[src/rtl/clk_div_prog.sv]
`default_nettype none
// ============================================================================
//  Module   : clk_div_prog
//  Brief    : Programmable 50%-duty clock divider for any integer N >= 2.
//             Odd N adds a negedge flop to stretch the high phase by half a
//             source period. Supports runtime divisor reload at period
//             boundaries, glitch-free enable/disable and a per-period tick.
//  Revision : 1.0  initial release
// ============================================================================
module clk_div_prog #(
    parameter int DIV_WIDTH   = 8,
    parameter int DEFAULT_DIV = 3
) (
    input  logic                 clk_in,
    input  logic                 rst,
    input  logic                 en,
    input  logic [DIV_WIDTH-1:0] div_in,
    input  logic                 div_load,
    output logic                 clk_out,
    output logic                 tick,
    output logic                 busy,
    output logic                 div_err
);

    localparam logic [DIV_WIDTH-1:0] C_DEFAULT = DIV_WIDTH'(DEFAULT_DIV);
    localparam logic [DIV_WIDTH-1:0] C_ZERO    = '0;
    localparam logic [DIV_WIDTH-1:0] C_ONE     = DIV_WIDTH'(1);
    localparam logic [DIV_WIDTH-1:0] C_TWO     = DIV_WIDTH'(2);

    // Registered state
    logic                 run_q,        run_d;
    logic [DIV_WIDTH-1:0] cnt_q,        cnt_d;
    logic                 pos_hi_q,     pos_hi_d;
    logic                 neg_hi_q;
    logic [DIV_WIDTH-1:0] active_div_q, active_div_d;
    logic [DIV_WIDTH-1:0] pend_div_q,   pend_div_d;
    logic                 pend_vld_q,   pend_vld_d;
    logic                 tick_q,       tick_d;
    logic                 div_err_q,    div_err_d;

    // Combinational helpers
    logic [DIV_WIDTH-1:0] w_half;
    logic [DIV_WIDTH-1:0] w_last;
    logic [DIV_WIDTH-1:0] w_cnt_inc;
    logic                 w_wrap;
    logic                 w_load_ok;
    logic                 w_load_bad;
    logic                 w_apply;

    // Derived divisor quantities; cnt never exceeds N-1 so cnt+1 cannot overflow
    always_comb begin
        w_half     = active_div_q >> 1;
        w_last     = active_div_q - C_ONE;
        w_cnt_inc  = cnt_q + C_ONE;
        w_wrap     = (cnt_q == w_last);
        w_load_ok  = div_load && (div_in >= C_TWO);
        w_load_bad = div_load && (div_in <  C_TWO);
    end

    // Next-state: counter, run control, posedge high phase, divisor reload
    always_comb begin
        run_d        = run_q;
        cnt_d        = cnt_q;
        pos_hi_d     = pos_hi_q;
        tick_d       = 1'b0;
        active_div_d = active_div_q;
        pend_div_d   = pend_div_q;
        pend_vld_d   = pend_vld_q;
        div_err_d    = w_load_bad;
        w_apply      = 1'b0;

        if (run_q) begin
            if (w_wrap) begin
                // Period boundary: swap in a pending divisor so the very next
                // period already uses it; H >= 1 so the new period starts high.
                w_apply = pend_vld_q;
                cnt_d   = C_ZERO;
                if (en) begin
                    pos_hi_d = 1'b1;
                    tick_d   = 1'b1;
                end else begin
                    run_d    = 1'b0;
                    pos_hi_d = 1'b0;
                end
            end else begin
                cnt_d    = w_cnt_inc;
                pos_hi_d = (w_cnt_inc < w_half);
            end
        end else if (en) begin
            // Start from idle: output rises at the same edge en is sampled
            run_d    = 1'b1;
            cnt_d    = C_ZERO;
            pos_hi_d = 1'b1;
            tick_d   = 1'b1;
            w_apply  = pend_vld_q;
        end else begin
            cnt_d    = C_ZERO;
            pos_hi_d = 1'b0;
        end

        if (w_apply) begin
            active_div_d = pend_div_q;
            pend_vld_d   = 1'b0;
        end

        // A load in the boundary cycle wins over the clear above and stays
        // pending for the following boundary.
        if (w_load_ok) begin
            pend_div_d = div_in;
            pend_vld_d = 1'b1;
        end
    end

    // Posedge state register with asynchronous reset
    always_ff @(posedge clk_in or posedge rst) begin
        if (rst) begin
            run_q        <= 1'b0;
            cnt_q        <= C_ZERO;
            pos_hi_q     <= 1'b0;
            active_div_q <= C_DEFAULT;
            pend_div_q   <= C_ZERO;
            pend_vld_q   <= 1'b0;
            tick_q       <= 1'b0;
            div_err_q    <= 1'b0;
        end else begin
            run_q        <= run_d;
            cnt_q        <= cnt_d;
            pos_hi_q     <= pos_hi_d;
            active_div_q <= active_div_d;
            pend_div_q   <= pend_div_d;
            pend_vld_q   <= pend_vld_d;
            tick_q       <= tick_d;
            div_err_q    <= div_err_d;
        end
    end

    // Negedge flop delays the high phase by half a period, odd divisors only
    always_ff @(negedge clk_in or posedge rst) begin
        if (rst) begin
            neg_hi_q <= 1'b0;
        end else begin
            neg_hi_q <= active_div_q[0] & pos_hi_q;
        end
    end

    // Outputs are direct flop values; clk_out is an OR of two flops only
    always_comb begin
        clk_out = pos_hi_q | neg_hi_q;
        tick    = tick_q;
        busy    = pend_vld_q;
        div_err = div_err_q;
    end

endmodule
`default_nettype wire

[config.mk]
export PLATFORM = sky130hd
export DESIGN_NAME = clk_div_prog
export DESIGN_NICKNAME = d
export VERILOG_FILES = /design/src/rtl/clk_div_prog.sv
export SDC_FILE = /design/constraint.sdc
export NUM_CORES = 1
export LEC_CHECK = 0
export CORE_MARGIN = 2
export CORE_UTILIZATION = 44
export CTS_BUF_LIST = sky130_fd_sc_hd__clkbuf_4 sky130_fd_sc_hd__clkbuf_8
export CTS_CLUSTER_SIZE = 20
export DETAILED_ROUTE_END_ITERATION = 16
export DONT_BUFFER_PORTS = 1
export GPL_TIMING_DRIVEN = 0
export PLACE_DENSITY = 0.67
export SKIP_CTS_REPAIR_TIMING = 1
export SLEW_MARGIN = 30
export SYNTH_ARGS = -nofsm -noshare
export SYNTH_HDL_FRONTEND = slang
export SYNTH_SLANG_ARGS = --single-unit
[constraint.sdc]
create_clock -name clk_in -period 2.4 [get_ports clk_in]
set_clock_uncertainty 0.1 [all_clocks]
set_input_delay 0.48 -clock clk_in [delete_from_list [all_inputs] [get_ports clk_in]]
set_output_delay 0.48 -clock clk_in [all_outputs]
set_load 0.05 [all_outputs]
Yosys cells after proc, flatten, opt, wreduce, memory -nomap -nowiden
Index checks and enable logic that the tools add are counted.
{"block": "op_classes", "add_sub_neg": 2, "n_lt_le_gt_ge": 3, "n_eq_ne": 1, "mux": 14, "bitwise_logic": 2, "reduce_logical": 3}
{"operator": "8-bit 2-to-1 mux", "count": 2}
{"operator": "1-bit 2-to-1 mux", "count": 12}
{"operator": "8-bit by 1-bit adder with 8-bit output (second input constant)", "count": 1}
{"operator": "8-bit == test", "count": 1}
{"operator": "8-bit by 2-bit greater-or-equal comparator with 1-bit output (second input constant)", "count": 1}
{"operator": "8-bit by 2-bit less-than comparator with 1-bit output (second input constant)", "count": 1}
{"operator": "8-bit by 7-bit less-than comparator with 1-bit output", "count": 1}
{"operator": "8-bit by 1-bit subtractor with 8-bit output (second input constant)", "count": 1}
{"operator": "1-bit logical AND", "count": 2}
{"operator": "2-bit nonzero test", "count": 1}
{"operator": "1-bit bitwise AND", "count": 1}
{"operator": "1-bit OR", "count": 1}
{"block": "word_totals", "ff_bits": 30, "in_bits": 12, "out_inout_bits": 4, "word_cells": 34}

Depth between registers and ports, before layout
{"block": "logic_depth", "ltp_word": 6, "ltp_mapped": 8, "mapped_depth_nobuf": 8}

==> results by group <==
Status
  • Status: complete, but fails checks
  • Failing checks: setup timing

GRT
  • First-pass GRT wire length: between 5000 and 6000 um
  • GRT overflow: 0
  • Largest net degree at the start of global routing: 31
  • Tot GR Track Use: 0.173
  • Initial antenna violation count: 0
  • Vias in the first global route: approximately 1,300

Yosys
  • FFs w/ async S/R, synth: 1.00
  • Cells after synthesis: 170
  • List of most frequent post-synthesis cells: nand2_1, dfrtp_1, inv_1
  • Count of different cell masters after synthesis: 44
  • Most used DFF post-synth: dfrtp_1
  • Post-synth net total: 190
  • Warnings from Yosys: 0
  • Synthesized area: 1680 um2
  • Count leader, synth: nand2_1
  • Top-area cell type share of the netlist area: 0.402
  • Synth area leaders: dfrtp_1, nand2_1, ha_1, o32ai_1, inv_1
  • Largest area contributor in the synthesized netlist: dfrtp_1
  • Register bit total from synthesis: 30
  • Register area share after synthesis: 0.449
  • Post-synth EDFFs: 0
  • Syn Area/Cell: roughly 9.9 um2

Clock network
  • Clock Pin Slew Worst Setup and Hold Paths: ~0.060 ns
  • Total CTS buffers: 5
  • Count of clock tree sinks: 30
  • Clock latency on the worst-skew pair: approximately 0.28 ns
  • Clock Path Buffers: 2
  • H-Tree Depth: 2
  • Clk root buf: clkbuf_8
  • CTS tree: yes

Placed design
  • Placed instance count: between 200 and 250
  • Place WS: -0.140 ns
  • IO Port Bufs: 0
  • Hpwl dp: 2420 um
  • GPL Wtd Cong: between 0.8 and 0.9
  • Placed Instance Area: roughly 1700 um2

Floorplanning
  • Die width: around 66 um
  • Starting Density: 0.459
  • Cell row count: 22
  • # IOs: 16
  • Core Region: roughly 3700 um2
  • Chip height: around 66 um
  • Die area: about 4300 um2

Power
  • PwrDens: approximately 530 nW/um2
  • Leak: between 0.9 and 1 nW
  • Logic pwr share: 0.034
  • Switch Pwr: 0.212 mW
  • Worst vdd ir: around 0.37 mV
  • Clock share of power: 0.476
  • Pint: around 0.86 mW
  • Net Sw Frac: 0.198
  • Reg power frac: 0.490

Critical path
  • CP arrival: ~2.1 ns
  • Crit Path Max Fanout: 1
  • CP Launch Type: flop
  • WP data required: about 1.8 ns
  • Crit-path cells: or2_4
  • FF-to-FF End: busy$_DFFE_PP0P_
  • Reg2reg start: active_div_q[1]$_DFFE_PP1P_
  • Crit path kind: flop to output port
  • CP max-delay cell: dfrtn_1
  • Flop-to-flop setup slack: -0.15 ns
  • Crit end category: output port
  • WP buf/inv: 0
  • Family with the most delay on the worst path: flip-flops
  • CP max stage delay: roughly 0.32 ns
  • Worst r2r path cells: 8

Route
  • DRC Markers: 0
  • Final wirelength: between 3000 and 4000 um
  • Initial drt markers: 38
  • Antenna Violating Nets Remaining: 0
  • Routed vias: approximately 1,200
  • Drt first pass iters: 4
  • Drt via density: 5.38
  • Routed wire length per instance: 14.9 um

Layout
  • Total Nets Final: approximately 200
  • N_diodes: 0
  • Non-filler instance count after layout: 230
  • Finished Cell Area: a little over 2000 um2
  • Layout area overhead: 20.3%
  • Final core utilization: 0.552
  • Layout cell share with drive strength beyond 1: 0.236

Timing
  • Worst-margin pin slew: around 0.60 ns
  • Final Hold Vio Count: 0
  • Final Slew Violations: 0
  • RSZ-0062 raised after global routing: yes
  • Final worst slack: -0.292 ns
  • Setup Viol. Count Final: 10
  • Slew HR: 0.599

Min path
  • Min-Delay Path Class: primary input to async pin

Run
  • Max-Cap Viols: 0
==> cell families (layout without fill, tap and decap cells) <==
kind of cell | after synthesis | in the layout | share of synthesized area
compound gates | 25 | 25 | 0.132
xor+xnor | 14 | 14 | 0.0730
simple gates | 65 | 65 | 0.209
fa+ha+maj | 8 | 8 | 0.0596
mux | 2 | 2 | 0.0134
flops | 30 | 30 | 0.449
buf+inv | 26 | 38 | 0.0648
==> worst max path at each step <==
| stage | from | end | slack, ns | cells after the start |
|---|---|---|---|---|
| 6_report | neg_hi_q$_DFF_NP0_ | clk_out | -0.29 | 1 |
| 5_1_grt | neg_hi_q$_DFF_NP0_ | clk_out | -0.32 | 1 |
| 4_1_cts | neg_hi_q$_DFF_NP0_ | clk_out | -0.32 | 1 |
| 3_5_place_dp | active_div_q[0]$_DFFE_PP1P_ | active_div_q[7]$_DFFE_PP0P_ | -0.14 | 8 |
| 3_3_place_gp | rst | neg_hi_q$_DFF_NP0_ | -0.20 | 1 |
| 2_1_floorplan | neg_hi_q$_DFF_NP0_ | clk_out | 0.0007 | 1 |
==> layout by cell type (no fill, tap or decap), drive strengths merged, types with 2 or more instances in the layout <==
| cell type | netlist | routed |
|---|---|---|
| xnor2 | 6 | 6 |
| nand2 | 28 | 28 |
| nand2b | 4 | 4 |
| dfrtp | 27 | 27 |
| and2 | 3 | 3 |
| buf | 3 | 8 |
| inv | 20 | 20 |
| nor2b | 6 | 6 |
| mux2 | 2 | 2 |
| o21ai | 2 | 2 |
| o32ai | 9 | 9 |
| dfstp | 2 | 2 |
| nor2 | 4 | 4 |
| or4 | 2 | 2 |
| a21oi | 2 | 2 |
| xor2 | 8 | 8 |
| nand3 | 5 | 5 |
| ha | 8 | 8 |
| nor4 | 3 | 3 |
| or3 | 3 | 3 |
| clkbuf | 3 | 9 |
| and3 | 3 | 3 |
| o31ai | 2 | 2 |
==> flip-flops by register name, indices dropped and copies added (netlist names) <==
name and flops:
pos_hi_q 1, cnt_q 8, tick 1, active_div_q 8, pend_div_q 8, run_q 1, neg_hi_q 1, busy 1
div_err 1
==> routing by layer <==
metal / share of wire / vias up / GRT usage
met1: 0.41 / 605 / 0.201
met3: 0.048 / 7 / 0.0698
met4: 0.016 / 0 / 0.0703
met5: 0 / - / 0
li1: - / 604 / -
met2: 0.52 / 22 / 0.283
==> power groups by stage <==
| stage | Combinational [mW] | Clock [mW] | Sequential (mW) |
|---|---|---|---|
| 5_1_grt | 0.0441 | 0.545 | 0.527 |
| 3_5_place_dp | 0.0342 | 0 | 0.534 |
| 3_3_place_gp | 0.0323 | 0 | 0.534 |
| 6_report | 0.0366 | 0.511 | 0.525 |
| 2_1_floorplan | 0.0273 | 0 | 0.532 |
| 4_1_cts | 0.0345 | 0.520 | 0.525 |
==> stage by stage <==
stage | hold slack (ns) | TNS (ns) | power, mW
detailed placement | 0.363 | -1.74 | 0.568
global placement | 0.361 | -1.05 | 0.566
floorplan | 0.346 | 0 | 0.560
CTS | 0.0634 | -2.63 | 1.08
finish | 0.0472 | -1.45 | 1.07
global route | 0.0866 | -2.41 | 1.12
==> area by class of cell <==
type,count,area (um2)
clock inverter,1,30.0
fill,334,1640
multi-input combinational,114,941
tap,48,60.1
clock buffer,6,82.6
sequential,30,753
timing repair buffer,5,41.3
inverter,20,75.1
buffer,6,36.3
Note: power is estimated with default switching activity, not from simulation.
